File: src/rtl/leaf_credit_sender.sv
// ---------------------------------------------------------------------------
// leaf_credit_sender
//
// Credit-based injection port in front of the internal broadcasting node.
// Flits from a local source are buffered in a small FIFO and launched toward
// the node only while a downstream credit is held, so the node's input buffer
// can never overflow. Credits are returned by one-cycle pulses from the node.
//
// Handshake (local side): a flit is transferred on a rising clk edge where
// src_valid && src_ready are both high. src_ready depends only on registered
// state (FIFO not full); src_valid may depend on src_ready. A pop on the same
// edge never makes room for a push on that edge.
//
// Ports:
//   clk               system clock, rising edge
//   rst               asynchronous, active-low reset
//   src_valid         local flit valid
//   src_data          local flit
//   src_ready         FIFO can accept a flit this cycle
//   out_data_valid    registered one-cycle pulse per launched flit
//   out_data          registered flit toward the internal node
//   downstream_credit one credit returned per single-cycle pulse
//   credit_count      credits currently held
//   fifo_count        current FIFO occupancy
//   credit_err        sticky; a credit return arrived while already at maximum
// ---------------------------------------------------------------------------
module leaf_credit_sender #(
    parameter int ROUTER_WIDTH = 32,
    parameter int CREDIT_DEPTH = 4,
    parameter int FIFO_DEPTH   = 4,
    parameter int CNT_W        = 3
) (
    input  logic                    clk,
    input  logic                    rst,
    input  logic                    src_valid,
    input  logic [ROUTER_WIDTH-1:0] src_data,
    output logic                    src_ready,
    output logic                    out_data_valid,
    output logic [ROUTER_WIDTH-1:0] out_data,
    input  logic                    downstream_credit,
    output logic [CNT_W-1:0]        credit_count,
    output logic [CNT_W-1:0]        fifo_count,
    output logic                    credit_err
);

    localparam int PTR_W = (FIFO_DEPTH > 1) ? $clog2(FIFO_DEPTH) : 1;
    localparam logic [CNT_W-1:0] FIFO_FULL  = CNT_W'(FIFO_DEPTH);
    localparam logic [CNT_W-1:0] CREDIT_MAX = CNT_W'(CREDIT_DEPTH);
    localparam logic [CNT_W-1:0] CNT_ONE    = CNT_W'(1);
    localparam logic [PTR_W-1:0] PTR_ONE    = PTR_W'(1);

    logic [ROUTER_WIDTH-1:0] mem [FIFO_DEPTH];
    logic [PTR_W-1:0]        wr_ptr;
    logic [PTR_W-1:0]        rd_ptr;
    logic [CNT_W-1:0]        fifo_cnt_q;
    logic [CNT_W-1:0]        credit_q;
    logic [CNT_W-1:0]        fifo_cnt_d;
    logic [CNT_W-1:0]        credit_d;
    logic                    err_set;
    logic                    push;
    logic                    send;

    // Both decisions use registered state only, so a credit returned on an
    // edge can be spent no earlier than the following edge.
    assign src_ready = (fifo_cnt_q != FIFO_FULL);
    assign push      = src_valid && src_ready;
    assign send      = (fifo_cnt_q != '0) && (credit_q != '0);

    assign credit_count = credit_q;
    assign fifo_count   = fifo_cnt_q;

    always_comb begin
        credit_d = credit_q;
        err_set  = 1'b0;
        case ({send, downstream_credit})
            2'b10: credit_d = credit_q - CNT_ONE;
            2'b01: begin
                // A return at full credit means the node returned more than
                // it was given; clamp and flag it.
                if (credit_q == CREDIT_MAX) begin
                    err_set = 1'b1;
                end else begin
                    credit_d = credit_q + CNT_ONE;
                end
            end
            default: credit_d = credit_q;
        endcase
    end

    always_comb begin
        fifo_cnt_d = fifo_cnt_q;
        case ({push, send})
            2'b10:   fifo_cnt_d = fifo_cnt_q + CNT_ONE;
            2'b01:   fifo_cnt_d = fifo_cnt_q - CNT_ONE;
            default: fifo_cnt_d = fifo_cnt_q;
        endcase
    end

    // Storage is not reset: an entry is only read after it has been written,
    // and the pointers/count are cleared by reset.
    always_ff @(posedge clk) begin
        if (push) begin
            mem[wr_ptr] <= src_data;
        end
    end

    always_ff @(posedge clk or negedge rst) begin
        if (!rst) begin
            wr_ptr         <= '0;
            rd_ptr         <= '0;
            fifo_cnt_q     <= '0;
            credit_q       <= CREDIT_MAX;
            credit_err     <= 1'b0;
            out_data_valid <= 1'b0;
            out_data       <= '0;
        end else begin
            fifo_cnt_q     <= fifo_cnt_d;
            credit_q       <= credit_d;
            out_data_valid <= send;
            if (err_set) begin
                credit_err <= 1'b1;
            end
            if (push) begin
                wr_ptr <= wr_ptr + PTR_ONE;
            end
            // Head is read from the pre-edge contents, so a simultaneous
            // push into the tail cannot disturb it.
            if (send) begin
                out_data <= mem[rd_ptr];
                rd_ptr   <= rd_ptr + PTR_ONE;
            end
        end
    end

endmodule
File: config.mk
export PLATFORM = sky130hd
export DESIGN_NAME = leaf_credit_sender
export DESIGN_NICKNAME = d
export VERILOG_FILES = /design/src/rtl/leaf_credit_sender.sv
export SDC_FILE = /design/constraint.sdc
export NUM_CORES = 1
export LEC_CHECK = 0
export CORE_MARGIN = 2
export CORE_UTILIZATION = 55
export DETAILED_ROUTE_END_ITERATION = 8
export PLACE_DENSITY = 0.81
export RECOVER_POWER = 50
export SLEW_MARGIN = 20
export SYNTH_ARGS = -nofsm -noshare
export SYNTH_HDL_FRONTEND = slang
export SYNTH_SLANG_ARGS = --single-unit
File: constraint.sdc
create_clock -name clk -period 3.94 [get_ports clk]
set_clock_uncertainty 0.2 [all_clocks]
set_input_delay 0.394 -clock clk [delete_from_list [all_inputs] [get_ports clk]]
set_output_delay 0.394 -clock clk [all_outputs]
set_load 0.005 [all_outputs]
### Word-level counts from Yosys, hierarchy flattened

Memories as Yosys holds them, arrays and structs flattened. A register that Yosys moved wholly into a read port is not among the register bits.
Index checks and enable logic that the tools add are counted.

* add/subtract/negate cells: 6
* eq/ne operators: 7
* mux-type cells: 7
* reduce and logical (&&, ||, !) cells: 8

Operators by type and width (count)
* $pmux W3 S2: 2
* $add A3 B1 Y3 const B: 2
* $reduce_bool A3 Y1: 2
* $sub A3 B1 Y3 const B: 2
* $add A2 B1 Y2 const B: 2
* $eq A2 B1 Y1 const B: 2
* $eq A2 B2 Y1 const B: 2
* $mux W1: 4
* $reduce_bool A2 Y1: 2
* $eq A3 B3 Y1 const B: 1
* $mux W3: 1
* $ne A3 B3 Y1 const B: 1
* $logic_and A1 B1 Y1: 2
* $ne A2 B2 Y1 const B: 1
* $reduce_and A2 Y1: 1
* $logic_not A1 Y1: 1

* bits in registers: 12
* memory bits (writable): 128
* bits of input ports: 36
* output and inout port bits: 41
* word-level logic and storage cells: 35
* memories kept: 1

Memory list
* mem: words 4, bits a word 32, rd ports 1, clocked after Yosys merged registers in 1, wr ports 1, line 52 `logic [ROUTER_WIDTH-1:0] mem [FIFO_DEPTH];`

### Logic depth before layout (Yosys ltp)

Gate-level depths: netlist (run 1).

* depth after elaboration: 5
* mapped depth: 11

### Worst setup path after synthesis (run 1)

Ideal clock, no wire load.

* kind: flip-flop to flip-flop
* from: register credit_q[2] (netlist: credit_count[2])
* to: register fifo_cnt_q[1] (netlist: fifo_count[1])
* setup time: 0.125 ns
* data arrival time: 2.068 ns
* required time: 3.615 ns
* setup slack: 1.547 ns
* stages on the path, launching flop included: 9
* period minus slack after synthesis: 2.393 ns
* cell sequence: dfstp_2 -> nor3_1 -> or2_1 -> buf_6 -> inv_4 -> buf_4 -> ha_1 -> fa_1 -> mux2_2

* cells in the longest elaborated chain, start to end: 4

Ends and longest elaborated chain
* start, declared: line 56 `logic [CNT_W-1:0] credit_q;`
* start signal, assigned: line 118 `credit_q <= credit_d;`
* $reduce_bool A3 Y1 *: line 67 `assign send = (fifo_cnt_q != '0) && (credit_q != '0);`
* $logic_and A1 B1 Y1 *: line 67
* via send: line 61 `logic send;`
* $eq A2 B1 Y1 or $eq A2 B2 Y1 (tied branches): line 92 `case ({push, send})`
* $pmux W3 S2 *: line 92
* via fifo_cnt_d[1]: line 57 `logic [CNT_W-1:0] fifo_cnt_d;`
* end signal, assigned: line 117 `fifo_cnt_q <= fifo_cnt_d;`
* end, declared: line 55 `logic [CNT_W-1:0] fifo_cnt_q;`

Mark *: on every way through the listed nets, which the timed path passes. The rest lies on a longest branch.
A chain may end at the register's enable or synchronous reset.

### Worst setup path in the final report (run 1)

* from: register fifo_cnt_q[1] (netlist: fifo_count[1])
* to: register credit_q[2] (netlist: credit_count[2])

* cells in the longest elaborated chain, start to end: 5

Ends and longest elaborated chain
* $reduce_bool A3 Y1 *: line 67
* $logic_and A1 B1 Y1 *: line 67
* $eq A2 B1 Y1 or $eq A2 B2 Y1 (tied branches): line 75 `case ({send, downstream_credit})`
* $ne A2 B2 Y1 (no line) or $reduce_bool A2 Y1 (tied branches)
* $reduce_and A2 Y1 (no line)

Every way passes the cells marked *; elsewhere a longest branch is shown, timed or not.

==> results of run 1 <==
-- worst reg2reg max path, delay by kind of cell (launching register included) --
family	cells	cell delay, ns
AOI/OAI and AO/OA	2	0.40
adders and majority gates	1	0.45
buffers and inverters	1	0.44
DFF	1	0.43
and+or+nand+nor	4	1.02
-- layout by cell type (no fill, tap or decap), drive strengths merged, types with 2 or more instances in the layout --
master,count
a21oi,3
and3,4
buf,3
bufinv,3
clkbuf,26
clkdlybuf4s50,27
clkinv,2
dfrtp,43
dlygate4sd3,49
edfxtp,128
fa,2
ha,5
inv,6
mux2,2
mux4,32
nand2,99
nor2,5
nor3,3
o21ai,3
xnor2,6
-- path summary, 6_finish.rpt --
kind | startpoint | to | slack [ns] | depth (start not counted)
worst max-delay path | fifo_count[1]$_DFFE_PN0P_ | credit_count[2]$_DFFE_PN1P_ | 0.95 | 8
worst min-delay path | out_data[3]$_DFFE_PN0P_ | out_data[3]$_DFFE_PN0P_ | 0.27 | 2
worst max register to register | fifo_count[1]$_DFFE_PN0P_ | credit_count[2]$_DFFE_PN1P_ | 0.95 | 8
worst min register to register | out_data[3]$_DFFE_PN0P_ | out_data[3]$_DFFE_PN0P_ | 0.27 | 2
max in group asynchronous | rst | rd_ptr[0]$_DFFE_PN0P_ | 2.76 | 2
min in group asynchronous | rst | out_data[31]$_DFFE_PN0P_ | 0.35 | 2
-- power groups by stage --
stage | Sequential, uW | Clock [uW] | Combinational [uW]
finish | 2880 | 1670 | 1980
global route | 2950 | 1760 | 2180
CTS | 2900 | 1690 | 2050
floorplan | 2750 | 0 | 1420
global placement | 2900 | 0 | 1920
detailed placement | 2930 | 0 | 2010
-- through the flow --
step	std cells	util (%)	cell area, um2	setup slack, ns	power (uW)
after floorplan	370	-	6598	1.547	4169
after global routing	611	67.53	8010	0.8023	6888
after CTS	611	67.61	8019	1.158	6651
after detailed placement	578	62.54	7418	1.187	4933
after global placement	578	62.54	7418	1.350	4821
final	611	67.53	8010	0.9453	6534
-- flip-flops by register name (all words and copies together) (netlist names) --
register        flops
mem               128
out_data_valid      1
out_data           32
credit_err          1
fifo_count          3
wr_ptr              2
rd_ptr              2
credit_count        3
-- timing repair --
action | 4_1_cts | 5_1_grt
hold buffers | 1 | 0
endpoints found under the hold margin | 36 | 0
resized for setup | 0 | 0
-- layout make-up --
cell class              count  area, um2
flip-flops and latches    172       4949
fillers                   773       3851
multi-input cells         175       1479
repair buffers             79      783.3
clock buffers              26      479.2
well taps                 147      183.9
clock inverters             6      111.4
inverters                   6      25.02
-- metal layers --
metal	part of all wire [%]	vias up
met5	0	-
met3	5.3	20
met1	39	1750
li1	-	1536
met4	1.8	0
met2	54	119
-- logic make-up (layout without fill, tap and decap cells) --
family          count (synthesis)  count (layout)
compound gates                 11              11
xor+xnor                        7               7
fa+ha+maj                       7               7
buf+inv                        23             117
flops                         172             172
mux                            34              34
simple gates                  116             116
==> run_results.csv, run 1 <==
group,metric,value,unit
placed_design,io_buffers,76,
logic_synthesis,yosys.area_share.adder,1.555,%
power,clockPowerShare,25.6,%
setup_path,critPathSlowestCell,"nor3_1",
logic_synthesis,yosysWarnings,0,
timing,fmax,0.3339,GHz
floorplan,core,0.01186,mm2
cts,cts_sinks,172,
setup_path,cp_cell_sequence,"nor3_1 > or2_2 > buf_4 > nand2_1 > fa_1 > nand4b_1 > o21ai_0 > a221oi_2",
logic_synthesis,yosysMostFrequentCell,"edfxtp_1",
cts,clock_latency,0.42,ns
setup_path,critical_path_class,"register to register",
logic_synthesis,synth-seq-cells,172,
route,ant_nets,0,
floorplan,io_pins,77,
cts,cts_tree,"yes",
logic_synthesis,muxShareOfSynthArea,11.44,%
cts,cts-root-buf,"clkbuf_16",
timing,holdWs,0.2692,ns
global_route,grt_max_degree,45,
status,outcome,"complete, no violations",
logic_synthesis,synthTopCellsByArea,"edfxtp_1 58%, dfrtp_1 16%, mux4_2 9.9%",
final_layout,drive_gt1_share,15.09,%
timing,min_period_over_period,76.01,%
setup_path,path_buf_inv,1,
floorplan,num_rows,40,
logic_synthesis,synth_simple_gate_area_share,7.244,%
global_route,grt_use_met2,36.45,%
hold_path,hp-class,"register to register",
logic_synthesis,synth-edff-count,128,
power,pwr-share-seq,44.1,%
run,drv_cap,0,
power,switching_share,30.25,%
logic_synthesis,async_flop_share,25.58,%
route,viasPerCell,5.606,
logic_synthesis,synth_largest_area_cell,"edfxtp_1",
power,p_sw,1976,uW
global_route,first_global_vias,3667,
timing,setup_viol,0,
timing,post-route-min-period,2.995,ns
power,peakVddDrop,0.3671,mV
floorplan,initial_core_util,55.62,%
setup_path,crit_family,"simple AND/OR/NAND/NOR gates",
logic_synthesis,syn_nets,413,
setup_path,end_kind,"register",
setup_path,cp-start-kind,"register",
power,pwr-share-comb,30.3,%
global_route,antenna_found_initial,0,
logic_synthesis,ys_types,34,
setup_path,crit_arrival,3.13,ns
setup_path,cpPeakStageDelay,0.49,ns
logic_synthesis,synth_xor_area_share,0.9293,%
global_route,grt_first_pass_wirelength,19600,um
logic_synthesis,synth_top_cell_area_share,58.26,%
route,firstDrtPassIters,4,
global_route,grt_usage,20.84,%
logic_synthesis,synth_top_family_by_area,"multiplexers",
timing,tns,0,ns
placed_design,post-dp-hpwl,6876,um
power,power.internal,4558,uW
floorplan,die_w,113.5,um
route,wirelength,12540,um
timing,slew_headroom,37.85,%
floorplan,dieArea,0.01289,mm2
global_route,grt_overflow,0,
cts,clk_pin_slew,0.06,ns
cts,cts-htree-levels,4,
setup_path,cp.required,4.08,ns
logic_synthesis,netlist_top_cells_count,"128 x edfxtp_1, 99 x nand2_1, 43 x dfrtp_1",
timing,drv_slew,0,
timing,hold_viol,0,
power,powerDensity,815.7,mW/mm2
global_route,use_met3,4.888,%
final_layout,antennaDiodeCount,0,
power,p_leak,0.002980,uW
timing,rsz0062_at_grt,"no",
route,drc_errors,0,
logic_synthesis,syn_area_per_cell,17.83,um2
logic_synthesis,ys_seq_area_share,74.97,%
timing,max_slew.worst_pin.slew,0.9323,ns
global_route,busiest_layer,"met2",
setup_path,crit_fanout,39,
floorplan,dieHeight,113.5,um
cts,cts_buffers,17,
cts,post-cts-setup-buffers,0,
global_route,use_met1,25.33,%
logic_synthesis,dominantRegCellSynth,"edfxtp_1",
final_layout,area_delta_synth_final,21.41,%
route,routedWlPerCell,20.53,um
route,vias,3425,
cts,clockBufferDepth,2,
logic_synthesis,syn_inst,370,
route,drt_iter0_drc,300,
final_layout,nNetsFinal,494,
logic_synthesis,synth_compound_area_share,1.346,%
placed_design,gp_congestion,0.7147,
logic_synthesis,syn-cell-area,0.006598,mm2
Note: power is estimated with default switching activity, not from simulation.
==> run 2, diff against run 1 <==
--- a/config.mk
+++ b/config.mk
@@ -6,9 +6,9 @@
 export NUM_CORES = 1
 export LEC_CHECK = 0
 export CORE_MARGIN = 2
-export CORE_UTILIZATION = 55
+export CORE_UTILIZATION = 50
 export DETAILED_ROUTE_END_ITERATION = 8
-export PLACE_DENSITY = 0.81
+export PLACE_DENSITY = 0.77
 export RECOVER_POWER = 50
 export SLEW_MARGIN = 20
 export SYNTH_ARGS = -nofsm -noshare
==> constraint.sdc (replaced) <==
create_clock -name clk -period 2.7 [get_ports clk]
set_clock_uncertainty 0.2 [all_clocks]
set_input_delay 0.27 -clock clk [delete_from_list [all_inputs] [get_ports clk]]
set_output_delay 0.27 -clock clk [all_outputs]
set_load 0.005 [all_outputs]
==> run 2 against run 1 <==
Effect of this change: the run now ends with capacitance limit, slew limit left; sequential power up 44%; sequential share of layout area down 0.80 points; count of clock-buffer cells in the layout down 2; critical path type unchanged; critical endpoint is now fifo_count[2]$_DFFE_PN0P_; largest cell class unchanged.
==> run_results.csv, run 2 (synthesis results as in run 1) <==
group,metric,value,unit
timing,max_slew.worst_pin.slew,1.529,ns
cts,clk_pin_slew,0.06,ns
route,drc_errors,0,
setup_path,path_buf_inv,1,
setup_path,cp-start-kind,"register",
power,p_leak,0.003011,uW
floorplan,core,0.01277,mm2
floorplan,dieArea,0.01413,mm2
hold_path,hp-class,"register to register",
final_layout,area_delta_synth_final,23.00,%
floorplan,initial_core_util,51.65,%
cts,cts-root-buf,"clkbuf_16",
floorplan,num_rows,41,
run,drv_cap,1,
final_layout,nNetsFinal,503,
final_layout,layout_common_cells,"128 x edfxtp_1, 99 x nand2_1, 50 x dlygate4sd3_1, 41 x dfrtp_1, 29 x mux4_2",
cts,cts_buffers,17,
timing,fmax,0.4099,GHz
final_layout,reg_top3,"mem x128, out_data x32",
status,outcome,"finished, violations left",
cts,cts-htree-levels,4,
route,firstDrtPassIters,4,
setup_path,critical_path_class,"register to register",
cts,cts_tree,"yes",
status,violations,"capacitance limit, slew limit",
route,wirelength,11940,um
power,peakVddDrop,0.4625,mV
route,drt_iter0_drc,153,
global_route,grt_max_degree,37,
global_route,first_global_vias,3694,
cts,clock_latency,0.42,ns
global_route,grt_overflow,0,
timing,hold_viol,0,
setup_path,crit_arrival,2.54,ns
setup_path,cpPeakStageDelay,0.50,ns
route,vias,3393,
setup_path,cp.required,2.80,ns
final_layout,final_common_cell,"edfxtp_1",
timing,rsz0062_at_grt,"no",
final_layout,largest_register,"mem",
setup_path,end_kind,"register",
setup_path,crit_fanout,6,
final_layout,fin_util,63.53,%
floorplan,dieHeight,118.9,um
route,ant_nets,0,
cts,cts_sinks,172,
final_layout,antennaDiodeCount,0,
global_route,antenna_found_initial,0,
setup_path,critPathMostFrequentCell,"nor2_1",
floorplan,die_w,118.9,um
placed_design,gp_congestion,0.7833,
global_route,grt_first_pass_wirelength,19190,um
placed_design,io_buffers,76,
global_route,grt_usage,18.47,%
setup_path,critPathSlowestCell,"dfrtp_1",
final_layout,drive_gt1_share,16.70,%
setup_path,cp_cell_sequence,"nor2_1 > nand2_1 > and2_0 > inv_1 > ha_1 > fa_1 > xnor2_1 > nor2_1 > xor2_1",
final_layout,largest_reg_flops,128,
cts,clockBufferDepth,2,
route,viasPerCell,5.260,
timing,min_period_over_period,90.35,%
timing,tns,0,ns
placed_design,post-dp-hpwl,7243,um
route,routedWlPerCell,18.51,um
setup_path,crit_family,"adder cells",
power,powerDensity,1167,mW/mm2
timing,drv_slew,25,
timing,post-route-min-period,2.440,ns
timing,setup_viol,0,
cts,postCtsResizedCells,0,
floorplan,io_pins,77,
timing,slew_headroom,-1.917,%
[run 2: what timing repair did]
item / in CTS / in global routing
endpoints found under the hold margin: 22 / 0
setup endpoints to repair: 0 / 0
buffers inserted: 0 / 0
hold buffers: 1 / 0
[run 2: layout make-up]
class	instances	area, um2
Multi-Input combinational cell	175	1490
Timing Repair Buffer	88	878.3
Clock buffer	24	461.7
Fill cell	905	4658
Tap cell	172	215.2
Clock inverter	8	96.34
Inverter	6	25.02
Sequential cell	172	4949
[run 2: path summary, 6_finish.rpt]
path | cells past startpoint | startpoint | to | slack, ns
max in group asynchronous | 3 | rst | out_data[16]$_DFFE_PN0P_ | 0.61
setup reg to reg | 9 | fifo_count[0]$_DFFE_PN0P_ | fifo_count[2]$_DFFE_PN0P_ | 0.26
hold / removal | 2 | out_data[21]$_DFFE_PN0P_ | out_data[21]$_DFFE_PN0P_ | 0.27
min in group asynchronous | 2 | rst | out_data[23]$_DFFE_PN0P_ | 0.55
hold reg to reg | 2 | out_data[21]$_DFFE_PN0P_ | out_data[21]$_DFFE_PN0P_ | 0.27
setup / recovery | 9 | fifo_count[0]$_DFFE_PN0P_ | fifo_count[2]$_DFFE_PN0P_ | 0.26
[run 2: worst reg2reg max path: stages, from the launching register on]
cell and delay, ns:
dfrtp_1 0.50, nor2_1 0.09, nand2_1 0.16, and2_0 0.24
inv_1 0.07, ha_1 0.24, fa_1 0.39, xnor2_1 0.21
nor2_1 0.09, xor2_1 0.15
[run 2: routing by layer]
layer | vias up | track usage [%] | routed length [um]
met5 | - | 0 | 0
met4 | 0 | 8.259 | 179
met3 | 13 | 3.592 | 610
met2 | 115 | 31.79 | 6338
met1 | 1715 | 22.77 | 4812
li1 | 1550 | - | -
[run 2: metrics by stage]
step	power [uW]	instance area [um2]	hold WS [ns]	instances	setup slack, ns
after floorplan	6083	6598	-0.2256	370	0.3075
after CTS	9665	8123	0.2117	645	0.2931
after detailed placement	7354	7555	0.1209	612	0.2520
final	9472	8115	0.2702	645	0.2605
after global placement	7197	7555	0.1189	612	0.3756
after global routing	10040	8115	0.2924	645	0.08372
[run 2: report_power, final]
group / total [uW] / leakage (uW) / switching (uW) / internal [uW]
Clock: 2290 / 0.000262 / 915 / 1380
Combinational: 3030 / 0.00106 / 1440 / 1580
Sequential: 4150 / 0.00169 / 493 / 3660
Total: 9470 / 0.00301 / 2850 / 6620
